### config.mk
export PLATFORM = sky130hd
export DESIGN_NAME = regfile_wb_scheduler
export DESIGN_NICKNAME = d
export VERILOG_FILES = /design/src/rtl/regfile_wb_scheduler.sv
export SDC_FILE = /design/constraint.sdc
export NUM_CORES = 1
export LEC_CHECK = 0
export CORE_MARGIN = 2
export CORE_UTILIZATION = 30
export DETAILED_ROUTE_END_ITERATION = 16
export SLEW_MARGIN = 15
export SYNTH_ARGS = -nofsm -noshare
export SYNTH_HDL_FRONTEND = slang
export SYNTH_SLANG_ARGS = --single-unit
### constraint.sdc
create_clock -name clk -period 5.1 [get_ports clk]
set_input_delay 1.02 -clock clk [delete_from_list [all_inputs] [get_ports clk]]
set_output_delay 1.02 -clock clk [all_outputs]
set_load 0.02 [all_outputs]
### src/rtl/regfile_wb_scheduler.sv
// Write-back scheduler and scoreboard for the 32x32 register file.
// Arbitrates the single write port between producer A and producer B
// (round-robin) and tracks which destination registers still have results
// outstanding, so the issue stage can stall on RAW/WAW hazards.
//
// Ports:
//   clk, rst_n                      clock, async active-low reset
//   issue_valid/rd/rs1/rs2          instruction being issued this cycle
//   issue_stall                     combinational hold request to issue
//   a_valid/a_rd/a_data, a_ready    producer A handshake (ready is combinational)
//   b_valid/b_rd/b_data, b_ready    producer B handshake (ready is combinational)
//   RegWrite/rd/WriteData           registered register-file write port
//   busy                            scoreboard, bit i = register i outstanding
//   prio                            round-robin pointer (0 = A preferred)
//   err                             sticky: write arrived for a non-busy register
module regfile_wb_scheduler #(
  parameter int unsigned DATA_W = 32,
  parameter int unsigned ADDR_W = 5
) (
  input  logic                     clk,
  input  logic                     rst_n,
  input  logic                     issue_valid,
  input  logic [ADDR_W-1:0]        issue_rd,
  input  logic [ADDR_W-1:0]        issue_rs1,
  input  logic [ADDR_W-1:0]        issue_rs2,
  output logic                     issue_stall,
  input  logic                     a_valid,
  input  logic [ADDR_W-1:0]        a_rd,
  input  logic [DATA_W-1:0]        a_data,
  output logic                     a_ready,
  input  logic                     b_valid,
  input  logic [ADDR_W-1:0]        b_rd,
  input  logic [DATA_W-1:0]        b_data,
  output logic                     b_ready,
  output logic                     RegWrite,
  output logic [ADDR_W-1:0]        rd,
  output logic [DATA_W-1:0]        WriteData,
  output logic [(2**ADDR_W)-1:0]   busy,
  output logic                     prio,
  output logic                     err
);

  localparam int unsigned NREG = 2 ** ADDR_W;

  logic              grant_a;
  logic              grant_b;
  logic              xfer;
  logic [ADDR_W-1:0] xfer_rd;
  logic [DATA_W-1:0] xfer_data;
  logic [NREG-1:0]   busy_nxt;
  logic              err_hit;

  // Round-robin grant: a lone requester always wins, prio breaks ties.
  always_comb begin
    grant_a   = a_valid && (!b_valid || !prio);
    grant_b   = b_valid && !grant_a;
    xfer      = grant_a || grant_b;
    xfer_rd   = grant_a ? a_rd : b_rd;
    xfer_data = grant_a ? a_data : b_data;
  end

  assign a_ready = grant_a;
  assign b_ready = grant_b;

  // Hazard check looks only at the scoreboard; there is no producer bypass.
  assign issue_stall = issue_valid &&
                       (busy[issue_rs1] || busy[issue_rs2] || busy[issue_rd]);

  // Scoreboard update: clear on committed write, then set on issue (set wins).
  always_comb begin
    busy_nxt = busy;
    if (RegWrite && (rd != '0)) begin
      busy_nxt[rd] = 1'b0;
    end
    if (issue_valid && !issue_stall && (issue_rd != '0)) begin
      busy_nxt[issue_rd] = 1'b1;
    end
    busy_nxt[0] = 1'b0;
  end

  // A write is only legitimate if its register is still outstanding after
  // this edge's clear; an issue of the same register on the same edge
  // counts as outstanding, so back-to-back reissue/writeback is not an error.
  assign err_hit = xfer && (xfer_rd != '0) && !busy_nxt[xfer_rd];

  // Output register, scoreboard, round-robin pointer and sticky error.
  always_ff @(posedge clk or negedge rst_n) begin
    if (!rst_n) begin
      RegWrite  <= 1'b0;
      rd        <= '0;
      WriteData <= '0;
      busy      <= '0;
      prio      <= 1'b0;
      err       <= 1'b0;
    end else begin
      busy <= busy_nxt;
      err  <= err || err_hit;
      if (xfer) begin
        RegWrite  <= (xfer_rd != '0);
        rd        <= xfer_rd;
        WriteData <= xfer_data;
        prio      <= grant_a;
      end else begin
        RegWrite <= 1'b0;
      end
    end
  end

endmodule

==> impl_metrics.py <==
metrics = {
    "cells_and_area": {
        "final.fill_count": 1548,
        "diodes": 0,
        "layout_cell_share_with_drive_strength_beyond_1": 0.0775,
        "area_of_the_multi_input_gates_um2": 2720,
        "layout_commonest_cell": "sky130_fd_sc_hd__clkdlybuf4s50_1",
        "final_cell_mix": "sky130_fd_sc_hd__clkdlybuf4s50_1 (166), sky130_fd_sc_hd__nor2_1 (93), sky130_fd_sc_hd__dfrtp_1 (71), sky130_fd_sc_hd__o21ai_0 (43), sky130_fd_sc_hd__nand2_1 (41)",
        "regArea_um2": 1780,
        "final_nets": 799,
        "area_growth_pct": 45.8,
    },
    "worst_hold_path": {
        "min_path_type": "reg -> reg",
    },
    "yosys": {
        "synthDominantCellAreaShare": 0.378,
        "synth.yosys.warnings": 0,
        "async_flop_share": 1.00,
        "main_flop_type_after_synthesis": "sky130_fd_sc_hd__dfrtp_1",
        "synth_sequential_area_ratio": 0.378,
        "mappedNetlistNets": 642,
        "synth_enable_flop_cells": 0,
        "ys_ff_latch": 71,
        "cell_accounting_for_the_most_synthesized_area": "sky130_fd_sc_hd__dfrtp_1",
        "postSynthCellCount": 548,
        "avg_cell_area_syn_um2": 8.58,
        "synthDistinctLibCells": 68,
        "synthesis.area_um2": 4700,
        "synth.area.top_cells": "sky130_fd_sc_hd__dfrtp_1 (38%), sky130_fd_sc_hd__mux2i_1 (7.5%), sky130_fd_sc_hd__nor2_1 (7.4%), sky130_fd_sc_hd__o22ai_1 (4.9%), sky130_fd_sc_hd__o21ai_0 (4.6%)",
    },
    "clock_tree": {
        "cts-htree-levels": 3,
        "post-cts-setup-buffer-count": 0,
        "clockRootBuffer": "sky130_fd_sc_hd__clkbuf_16",
        "clk-insertion-delay-late_ns": 0.34,
        "cts.sink_count": 71,
        "post_cts_resize_count": 0,
        "holdBufCountCts": 0,
        "tritoncts_clock_tree": "yes",
        "clockBufferDepth": 2,
        "clkTransAtPathRegs_ns": 0.05,
        "cts_made_buffers": 9,
    },
    "power_and_ir_drop": {
        "switching_power_mw": 1.17,
        "seqPwrFrac": 0.345,
        "p_per_area_nw_per_um2": 417,
        "clock_power_share": 0.218,
        "swShare": 0.410,
        "post-layout-total-power_mw": 2.86,
        "cellLeakagePower_nw": 2.62,
        "ir_worst_vdd_uv": 147,
        "power.share.combinational": 0.436,
        "cellInternalPower_mw": 1.69,
    },
    "floorplanning": {
        "core.rowCount": 45,
        "io_pins": 169,
        "die_width_um": 129,
        "dieArea_um2": 16700,
        "core_um2": 15300,
        "initial_core_util": 0.308,
        "chipHeight_um": 129,
    },
    "worst_setup_path": {
        "rr_endpoint": "err",
        "rr_startpoint": "busy[11]",
        "worstSetupEndpoint": "issue_stall",
        "startpoint_of_the_most_critical_setup_path": "issue_rd[4]",
        "worstSetupPathType": "in -> out",
        "cp.arrival_ns": 3.73,
        "worst_r2r_path_depth": 9,
        "timing.critical_path.from_type": "input port",
        "worstPathRequired_ns": 4.08,
        "crit_path_end_kind": "output port",
        "rrSetupSlack_ns": 2.02,
        "critPathMaxFanout": 12,
    },
    "global_route": {
        "grt_overflow": 0,
        "grt_first_pass_wirelength_um": 29700,
        "grt.total_usage": 0.235,
        "grt_max_degree": 43,
        "grt_pass1_vias": 5242,
        "initial_antenna_violation_count": 0,
    },
    "timing": {
        "clock_period_minus_final_worst_setup_slack_ns": 4.75,
        "worst_slew_margin_rel": 0.473,
        "max_freq_mhz": 211,
        "worst_pin_slew_ns": 0.790,
        "rsz0062_at_grt": "no",
        "clock-skew-final_ns": 0.0109,
        "number_of_slew_limit_violations_in_the_final_report": 0,
        "totalNegativeSetupSlack_ns": 0,
        "post-route-worst-setup-slack_ns": 0.352,
        "fin_crit_sh": 0.931,
        "setup_violations": 0,
        "finalHoldViolations": 0,
    },
    "detailed_routing": {
        "dr.first_iter.drc_count": 469,
        "postRouteAntennaNets": 0,
        "wirelength_um": 19400,
        "vias": 5174,
        "routedWlPerCell_um": 21.1,
        "detail_route.first_pass.iterations": 5,
        "vias_per_cell": 5.62,
        "route.detailed.drc": 0,
    },
    "placed_design": {
        "io_buffers": 167,
        "post-place-ws_ns": 0.400,
        "globalplace.congestion": 0.930,
        "dpl.hpwl_um": 14900,
    },
    "flow_run": {
        "max_cap_violations": 0,
    },
    "status": {
        "outcome": "finished, final reports clean",
    },
}
-- worst min-delay path by stage --
stage	startpoint	endpoint	slack, ns	cells past startpoint
detailed placement	WriteData[30]	WriteData[30]	0.51	2
global placement	WriteData[29]	WriteData[29]	0.50	2
floorplan	WriteData[0]	WriteData[0]	0.63	2
finish	WriteData[30]	WriteData[30]	0.52	2
global route	WriteData[29]	WriteData[29]	0.56	2
CTS	WriteData[30]	WriteData[30]	0.53	2
-- metrics by stage --
stage          hold WS, ns  instances  utilization  instance area (um2)
3_5_place_dp         0.514        905        0.430                 6570
6_report             0.520        921        0.449                 6860
2_1_floorplan        0.630        548            -                 4700
5_1_grt              0.557        921        0.449                 6860
4_1_cts              0.527        921        0.449                 6860
3_3_place_gp         0.502        905        0.430                 6570
-- registers in the layout, summed over array words and instances (netlist names) --
name       cells
WriteData     32
busy          31
rd             5
RegWrite       1
err            1
prio           1
-- power by group through the flow --
stage	Clock, mW	Combinational, mW	Sequential, mW
2_1_floorplan	0	0.504	1.05
3_3_place_gp	0	1.24	0.990
3_5_place_dp	0	1.24	0.987
4_1_cts	0.639	1.25	0.980
5_1_grt	0.665	1.34	1.00
6_report	0.625	1.25	0.988
-- Yosys cell counts, types with 4 or more instances --
master	n
sky130_fd_sc_hd__o211ai_1	6
sky130_fd_sc_hd__o311ai_1	4
sky130_fd_sc_hd__and2_1	4
sky130_fd_sc_hd__mux2_2	4
sky130_fd_sc_hd__or3_1	4
sky130_fd_sc_hd__nor2b_1	12
sky130_fd_sc_hd__buf_4	6
sky130_fd_sc_hd__nand2_1	41
sky130_fd_sc_hd__nand2b_1	10
sky130_fd_sc_hd__a21oi_1	11
sky130_fd_sc_hd__mux2i_1	35
sky130_fd_sc_hd__dfrtp_1	71
sky130_fd_sc_hd__o22ai_1	37
sky130_fd_sc_hd__clkbuf_1	22
sky130_fd_sc_hd__nor4_1	4
sky130_fd_sc_hd__inv_1	4
sky130_fd_sc_hd__mux4_2	5
sky130_fd_sc_hd__nor2_1	93
sky130_fd_sc_hd__o31ai_1	9
sky130_fd_sc_hd__a22oi_1	7
sky130_fd_sc_hd__nand3b_1	4
sky130_fd_sc_hd__nor3_1	11
sky130_fd_sc_hd__a31oi_1	4
sky130_fd_sc_hd__nand4_1	8
sky130_fd_sc_hd__o21ai_1	7
sky130_fd_sc_hd__nand3_1	16
sky130_fd_sc_hd__o21ai_0	43
-- final cells by class --
cell class,instances,share of cell area
clock buffer,13,0.0365
multi-input combinational,435,0.396
tap,211,0.0385
clock inverter,3,0.00620
inverter,5,0.00274
sequential,71,0.259
timing repair buffer,183,0.261
-- logic make-up after synthesis --
kind of cell	after synthesis	synth area share
xor gates and xnor gates	1	0.00186
other	1	0.000798
DFF	71	0.378
muxes	47	0.116
AOI/OAI and AO/OA	160	0.224
and+or+nand+nor	226	0.236
buffers and inverters	42	0.0439
-- worst max-delay path, stage by stage --
cell and delay, ns:
sky130_fd_sc_hd__clkdlybuf4s50_1 0.66, sky130_fd_sc_hd__or3b_1 0.54, sky130_fd_sc_hd__o22ai_1 0.24, sky130_fd_sc_hd__a22oi_1 0.13, sky130_fd_sc_hd__nand3_2 0.15, sky130_fd_sc_hd__nor2_1 0.07
sky130_fd_sc_hd__nand2_1 0.12, sky130_fd_sc_hd__o21a_1 0.18, sky130_fd_sc_hd__clkdlybuf4s50_1 0.61
-- routing by layer --
metal  GRT usage  share of wire  vias to the layer above
met5           0              0                        -
met4      0.0991          0.035                        0
met3      0.0648           0.10                       41
met2       0.388           0.47                      326
met1       0.289           0.39                     2456
li1            -              -                     2351
Note: power is estimated with default switching activity, not from simulation.
==> patch 1, RTL diff (config.mk and constraints unchanged) <==
Change the parameter `ADDR_W` from 5 to 6.
--- a/src/rtl/regfile_wb_scheduler.sv
+++ b/src/rtl/regfile_wb_scheduler.sv
@@ -16,5 +16,5 @@
 module regfile_wb_scheduler #(
   parameter int unsigned DATA_W = 32,
-  parameter int unsigned ADDR_W = 5
+  parameter int unsigned ADDR_W = 6
 ) (
   input  logic                     clk,
Interface: changed (7 resized); port bits go from 169 to 207. The function was not compared with the original's and may differ.
==> patch 1 against the original RTL <==
  * Count of clock-buffer cells in the layout decreased by 3
  * Worst hold slack better by 0.00091 ns
  * Total power is 62% higher
  * Die area up 55%
  * Highest routed layer unchanged
  * Sequential cell count rose by 33
  * Largest power group unchanged
  * Worst setup slack improved by 0.040 ns
  * Area after synthesis grew 57%
  * Critical path type unchanged
  * Global-route usage rose by 1.8 points
  * Routed wire length is 70% higher
  * Cell area is 49% higher
==> patch 1: results (changes against the original RTL) <==
| Metric | Value |
|---|---|
| Outcome | `complete, no violations (unchanged)` |
| GP Congestion | `0.930 (about the same)` |
| M2 GR Usage | `38.9% (was 38.8%)` |
| Largest reg by FF count | `busy (was WriteData)` |
| Met1 Use GR | `33.9% (was 28.9%)` |
| Iter 0 DRT Violations | `711 (was 469)` |
| CP arrival | `3.69 ns (was 3.73 ns)` |
| DR WL met3 | `3710 µm (was 2040 µm)` |
| Register area share after synthesis | `35.2% (was 37.8%)` |
| Avg Inst Size Synth | `9.06 µm² (was 8.58 µm²)` |
| Total Wirelength | `33100 µm (was 19400 µm)` |
| Lkg Pwr | `0.00385 µW (was 0.00262 µW)` |
| Vias in the first global route | `7837 (was 5242)` |
| Largest net degree at the start of global routing | `69 (was 43)` |
| Worst r2r src | `busy[61] (was busy[11])` |
| Met2 wire len | `14500 µm (was 9090 µm)` |
| Switching power total | `2110 µW (was 1170 µW)` |
| Vias/cell | `6.01 (was 5.62)` |
| CP max FO | `19 (was 12)` |
| TritonRoute pass-1 iters | `6 (was 5)` |
| Top Registers | `busy: 63 flops, WriteData: 32 flops, rd: 6 flops (was WriteData: 32 flops, busy: 31 flops, rd: 5 flops)` |
| Dpl hpwl | `24000 µm (was 14900 µm)` |
| Slowest cell on the critical path | `mux4_1 (was clkdlybuf4s50_1)` |
| Layout cells sized above 1 | `12.0% (was 7.75%)` |
| Comb power | `2190 µW (was 1250 µW)` |
| Sequential Power | `1770 µW (was 988 µW)` |
| Later-pin clock latency in the skew report | `0.37 ns (was 0.34 ns)` |
| Multiplexer share of the synthesized area | `17.6% (was 11.6%)` |
| Global Route met3 Usage | `5.71% (was 6.48%)` |
| Fill cell count | `2445 (was 1548)` |
| First-pass GRT wire length | `49600 µm (was 29700 µm)` |
| Synth top cells by count | `o21ai_0 (120), nor2_1 (110), dfrtp_1 (104) (was nor2_1 (93), dfrtp_1 (71), o21ai_0 (43))` |
| Post-placement setup slack | `0.0659 ns (was 0.400 ns)` |
| Syn Nets | `915 (was 642)` |
| R2r worst-path depth | `10 (was 9)` |
| Met1 wire length | `13400 µm (was 7630 µm)` |
| Worst setup path start | `issue_rs1[1] (was issue_rd[4])` |
| Compound-Gate Fraction of Synth Area | `23.4% (was 22.4%)` |
| Hold_sp | `WriteData[0] (was WriteData[30])` |
| Setup Skew | `0.0136 ns (was 0.0109 ns)` |
| R2r setup slk | `1.64 ns (was 2.02 ns)` |
| XOR/XNOR Fraction of Synth Area | `0.474% (was 0.186%)` |
| Least-Margin Pin Slew | `0.920 ns (was 0.790 ns)` |
| Hold path endpoint | `WriteData[0] (was WriteData[30])` |
| Final #Nets | `1108 (was 799)` |
| Peak VDD IR | `0.000217 V (was 0.000147 V)` |
| Vias | `8041 (was 5174)` |
| Worst-path clk slew | `0.08 ns (was 0.05 ns)` |
| FMAX | `212 MHz (was 211 MHz)` |
| Hold WS | `0.521 ns (was 0.520 ns)` |
| Input/output buffers | `205 (was 167)` |
| Yosys cell types | `77 (was 68)` |
[patch 1: cell count changes in the layout (fill, tap and decap cells not counted), moves of 11 or more]
cell / change
nor2_1: +17
mux2_2: +11
nand2_1: +23
o21ai_0: +77
a221oi_1: +18
buf_4: +19
mux4_2: +26
dfrtp_1: +33
clkdlybuf4s50_1: +36
inv_1: +12
[patch 1: layout make-up]
| class | instances | area, µm² | area share (%) |
|---|---|---|---|
| multi-input cells | 635 | 4460 | 43.7 |
| clock buffers | 10 | 229 | 2.25 |
| inverters | 16 | 60.1 | 0.589 |
| clock inverters | 6 | 52.6 | 0.515 |
| well taps | 324 | 405 | 3.98 |
| flip-flops and latches | 104 | 2600 | 25.5 |
| repair buffers | 243 | 2390 | 23.4 |
[patch 1: timing repair]
action                     4_1_cts  5_1_grt
buffers inserted                 0        0
setup endpoints to repair        0        1
gates resized for setup          0        3
==> patch 2, RTL diff (same settings) <==
Without the edit above. Put one more register stage on the output `err`, with the module's reset. The value now appears one clock later. The other outputs are not delayed to match.
--- a/src/rtl/regfile_wb_scheduler.sv
+++ b/src/rtl/regfile_wb_scheduler.sv
@@ -42,4 +42,6 @@
 
   localparam int unsigned NREG = 2 ** ADDR_W;
+
+  logic err_s0;
 
   logic              grant_a;
@@ -92,8 +94,8 @@
       busy      <= '0;
       prio      <= 1'b0;
-      err       <= 1'b0;
+      err_s0    <= 1'b0;
     end else begin
       busy <= busy_nxt;
-      err  <= err || err_hit;
+      err_s0 <= err_s0 || err_hit;
       if (xfer) begin
         RegWrite  <= (xfer_rd != '0);
@@ -107,4 +109,12 @@
   end
 
+  always_ff @(posedge clk or negedge rst_n) begin
+    if (!rst_n) begin
+      err <= '0;
+    end else begin
+      err <= err_s0;
+    end
+  end
+
 endmodule
 
Formal check against the unedited RTL: not equivalent (Yosys sat finds a counterexample within 4 cycles, from zero or initial values and one cycle with rst_n low).
==> patch 2 against the original RTL <==
  * Worst hold slack lost 0.053 ns
  * Via count grew 2.7%
  * Worst setup slack lost 0.18 ns
  * Routed wire length shrank 1.1%
  * Non-clock buffer count shrank 1
  * Sequential power grew 4%
  * Core utilization shrank 0.12 points
  * Synthesized cell count grew 0.18%
  * Sequential cell count grew 1
  * Cell area grew 0.11%
  * Die area grew 0.51%
  * Total power grew 0.23%
  * Area after synthesis grew 0.53%
  * Critical endpoint unchanged
  * Largest cell class unchanged
==> patch 2: results (changes against the original RTL) <==
| Metric | Value |
|---|---|
| Dpl hpwl | `14400 µm (was 14900 µm)` |
| Synth area leaders | `dfrtp_1 (38%), mux2i_1 (7.4%), nor2_1 (7.4%) (was dfrtp_1 (38%), mux2i_1 (7.5%), nor2_1 (7.4%))` |
| GP Congestion | `1.02 (was 0.930)` |
| Worst setup path start | `issue_rs1[0] (was issue_rd[4])` |
| Least-Margin Pin Slew | `0.924 ns (was 0.790 ns)` |
| Clk root buf | `clkbuf_16 (unchanged)` |
| Setup Fix Bufs, Post-CTS | `0 (unchanged)` |
| H-tree level count | `3 (unchanged)` |
| Post_cts resized | `0 (unchanged)` |
| R2r setup slk | `2.00 ns (was 2.02 ns)` |
| Yosys top cell area share | `38.1% (was 37.8%)` |
| Worst setup endpoint | `issue_stall (unchanged)` |
| CTS Buffer Depth | `2 (unchanged)` |
| Final #Nets | `799 (unchanged)` |
| Top Registers | `WriteData: 32 flops, busy: 31 flops, rd: 5 flops (unchanged)` |
| All-layer global routing usage | `23.0% (was 23.5%)` |
| Outcome | `complete, no violations (unchanged)` |
| First-pass GRT wire length | `29500 µm (was 29700 µm)` |
| R2r worst-path depth | `10 (was 9)` |
| Antenna violations before repair | `0 (unchanged)` |
| Worst-path clk slew | `0.06 ns` |
| Slowest cell on the critical path | `clkdlybuf4s50_1 (unchanged)` |
| Vias | `5316 (was 5174)` |
| Synth top cells by count | `nor2_1 (93), dfrtp_1 (72), o21ai_0 (43) (was nor2_1 (93), dfrtp_1 (71), o21ai_0 (43))` |
| Yosys cell types | `68 (unchanged)` |
| TritonRoute pass-1 iters | `5 (unchanged)` |
| Iter 0 DRT Violations | `378 (was 469)` |
| Register area share after synthesis | `38.1% (was 37.8%)` |
| Number of warnings issued by yosys | `0 (unchanged)` |
| Cts hold-fix bufs | `0 (unchanged)` |
| Reg2reg end | `err_s0 (was err)` |
| Peak VDD IR | `0.000145 V (was 0.000147 V)` |
| CP max FO | `10 (was 12)` |
| WL/cell | `20.9 µm (was 21.1 µm)` |
| Syn Nets | `643 (was 642)` |
| Layout cells sized above 1 | `8.03% (was 7.75%)` |
| CTS buffer count | `9 (unchanged)` |
| Worst r2r src | `busy[27] (was busy[11])` |
| Async SR Flop Fraction | `100% (unchanged)` |
| Top Family by Delay on Critical Path | `buffers and inverters (unchanged)` |
| Min-Delay Path Class | `flip-flop to flip-flop (unchanged)` |
| Later-pin clock latency in the skew report | `0.33 ns` |
| Lkg Pwr | `0.00261 µW (was 0.00262 µW)` |
| GRT overflow | `0 (unchanged)` |
| CP arrival | `3.90 ns (was 3.73 ns)` |
| Largest net degree at the start of global routing | `42 (was 43)` |
| # diodes | `0 (unchanged)` |
| Slowest cell delay on critical path | `0.73 ns (was 0.66 ns)` |
| Placed cell area | `6580 µm² (was 6570 µm²)` |
| Setup Skew | `0.00781 ns (was 0.0109 ns)` |
| Input/output buffers | `167 (unchanged)` |
==> patch 2: final cells by class <==
class	count	area, µm²
clock inverter	6	43.8
clock buffer	10	239
multi-input combinational	435	2720
tap	211	264
sequential	72	1800
timing repair buffer	182	1780
fill	1517	8450
inverter	5	18.8
==> patch 2: per-layer routing <==
metal  up-vias  wire length, µm  GRT usage (%)  share of wire [%]
li1       2359                -              -                  -
met1      2537             7730           29.1                 40
met2       367             8600           36.8                 45
met3        53             2300           7.51                 12
met4         0              590           8.35                3.1
met5         -                0              0                  0
==> patch 2: power breakdown <==
group	internal (µW)	switching [µW]
sequential	722	308
clock	343	256
combinational	580	660
total	1640	1220
==> patch 2: cells by family (layout without fill, tap and decap cells) <==
logic type             count (synthesis)  count (layout)  synth area share (%)
AND/OR/NAND/NOR                      226             226                  23.5
AO/OA/AOI/OAI                        160             160                  22.3
flip-flops                            72              72                  38.1
multiplexers                          47              47                  11.5
buffers and inverters                 42             203                  4.37
other                                  1               1                0.0793
XOR/XNOR                               1               1                 0.185
==> patch 2: worst reg2reg max path: stages (launching register included) <==
cell and delay [ns]:
dfrtp_1 0.48, mux4_2 0.50, nor2b_1 0.15, a21oi_2 0.13
nand3_2 0.17, nor4_2 0.33, nand2_1 0.35, o31ai_1 0.37
o211ai_1 0.18, a31oi_1 0.25, nor3_1 0.08
==> patch 2: through the flow <==
stage | util [%] | power (µW) | instances | setup WS, ns
after global routing | 44.8 | 3010 | 921 | 0.0478
after detailed placement | 43.0 | 2260 | 905 | 0.228
final | 44.8 | 2870 | 921 | 0.176
after CTS | 44.8 | 2870 | 921 | 0.212
after floorplan | - | 1560 | 549 | 1.36
after global placement | 43.0 | 2240 | 905 | 0.309
==> patch 2: worst min path at each step <==
stage	start	to	slack, ns	cells past startpoint
floorplan	err_s0	err	0.39	0
global placement	err_s0	err	0.46	0
detailed placement	err_s0	err	0.46	0
CTS	err_s0	err	0.47	0
global route	err_s0	err	0.49	0
finish	err_s0	err	0.47	0
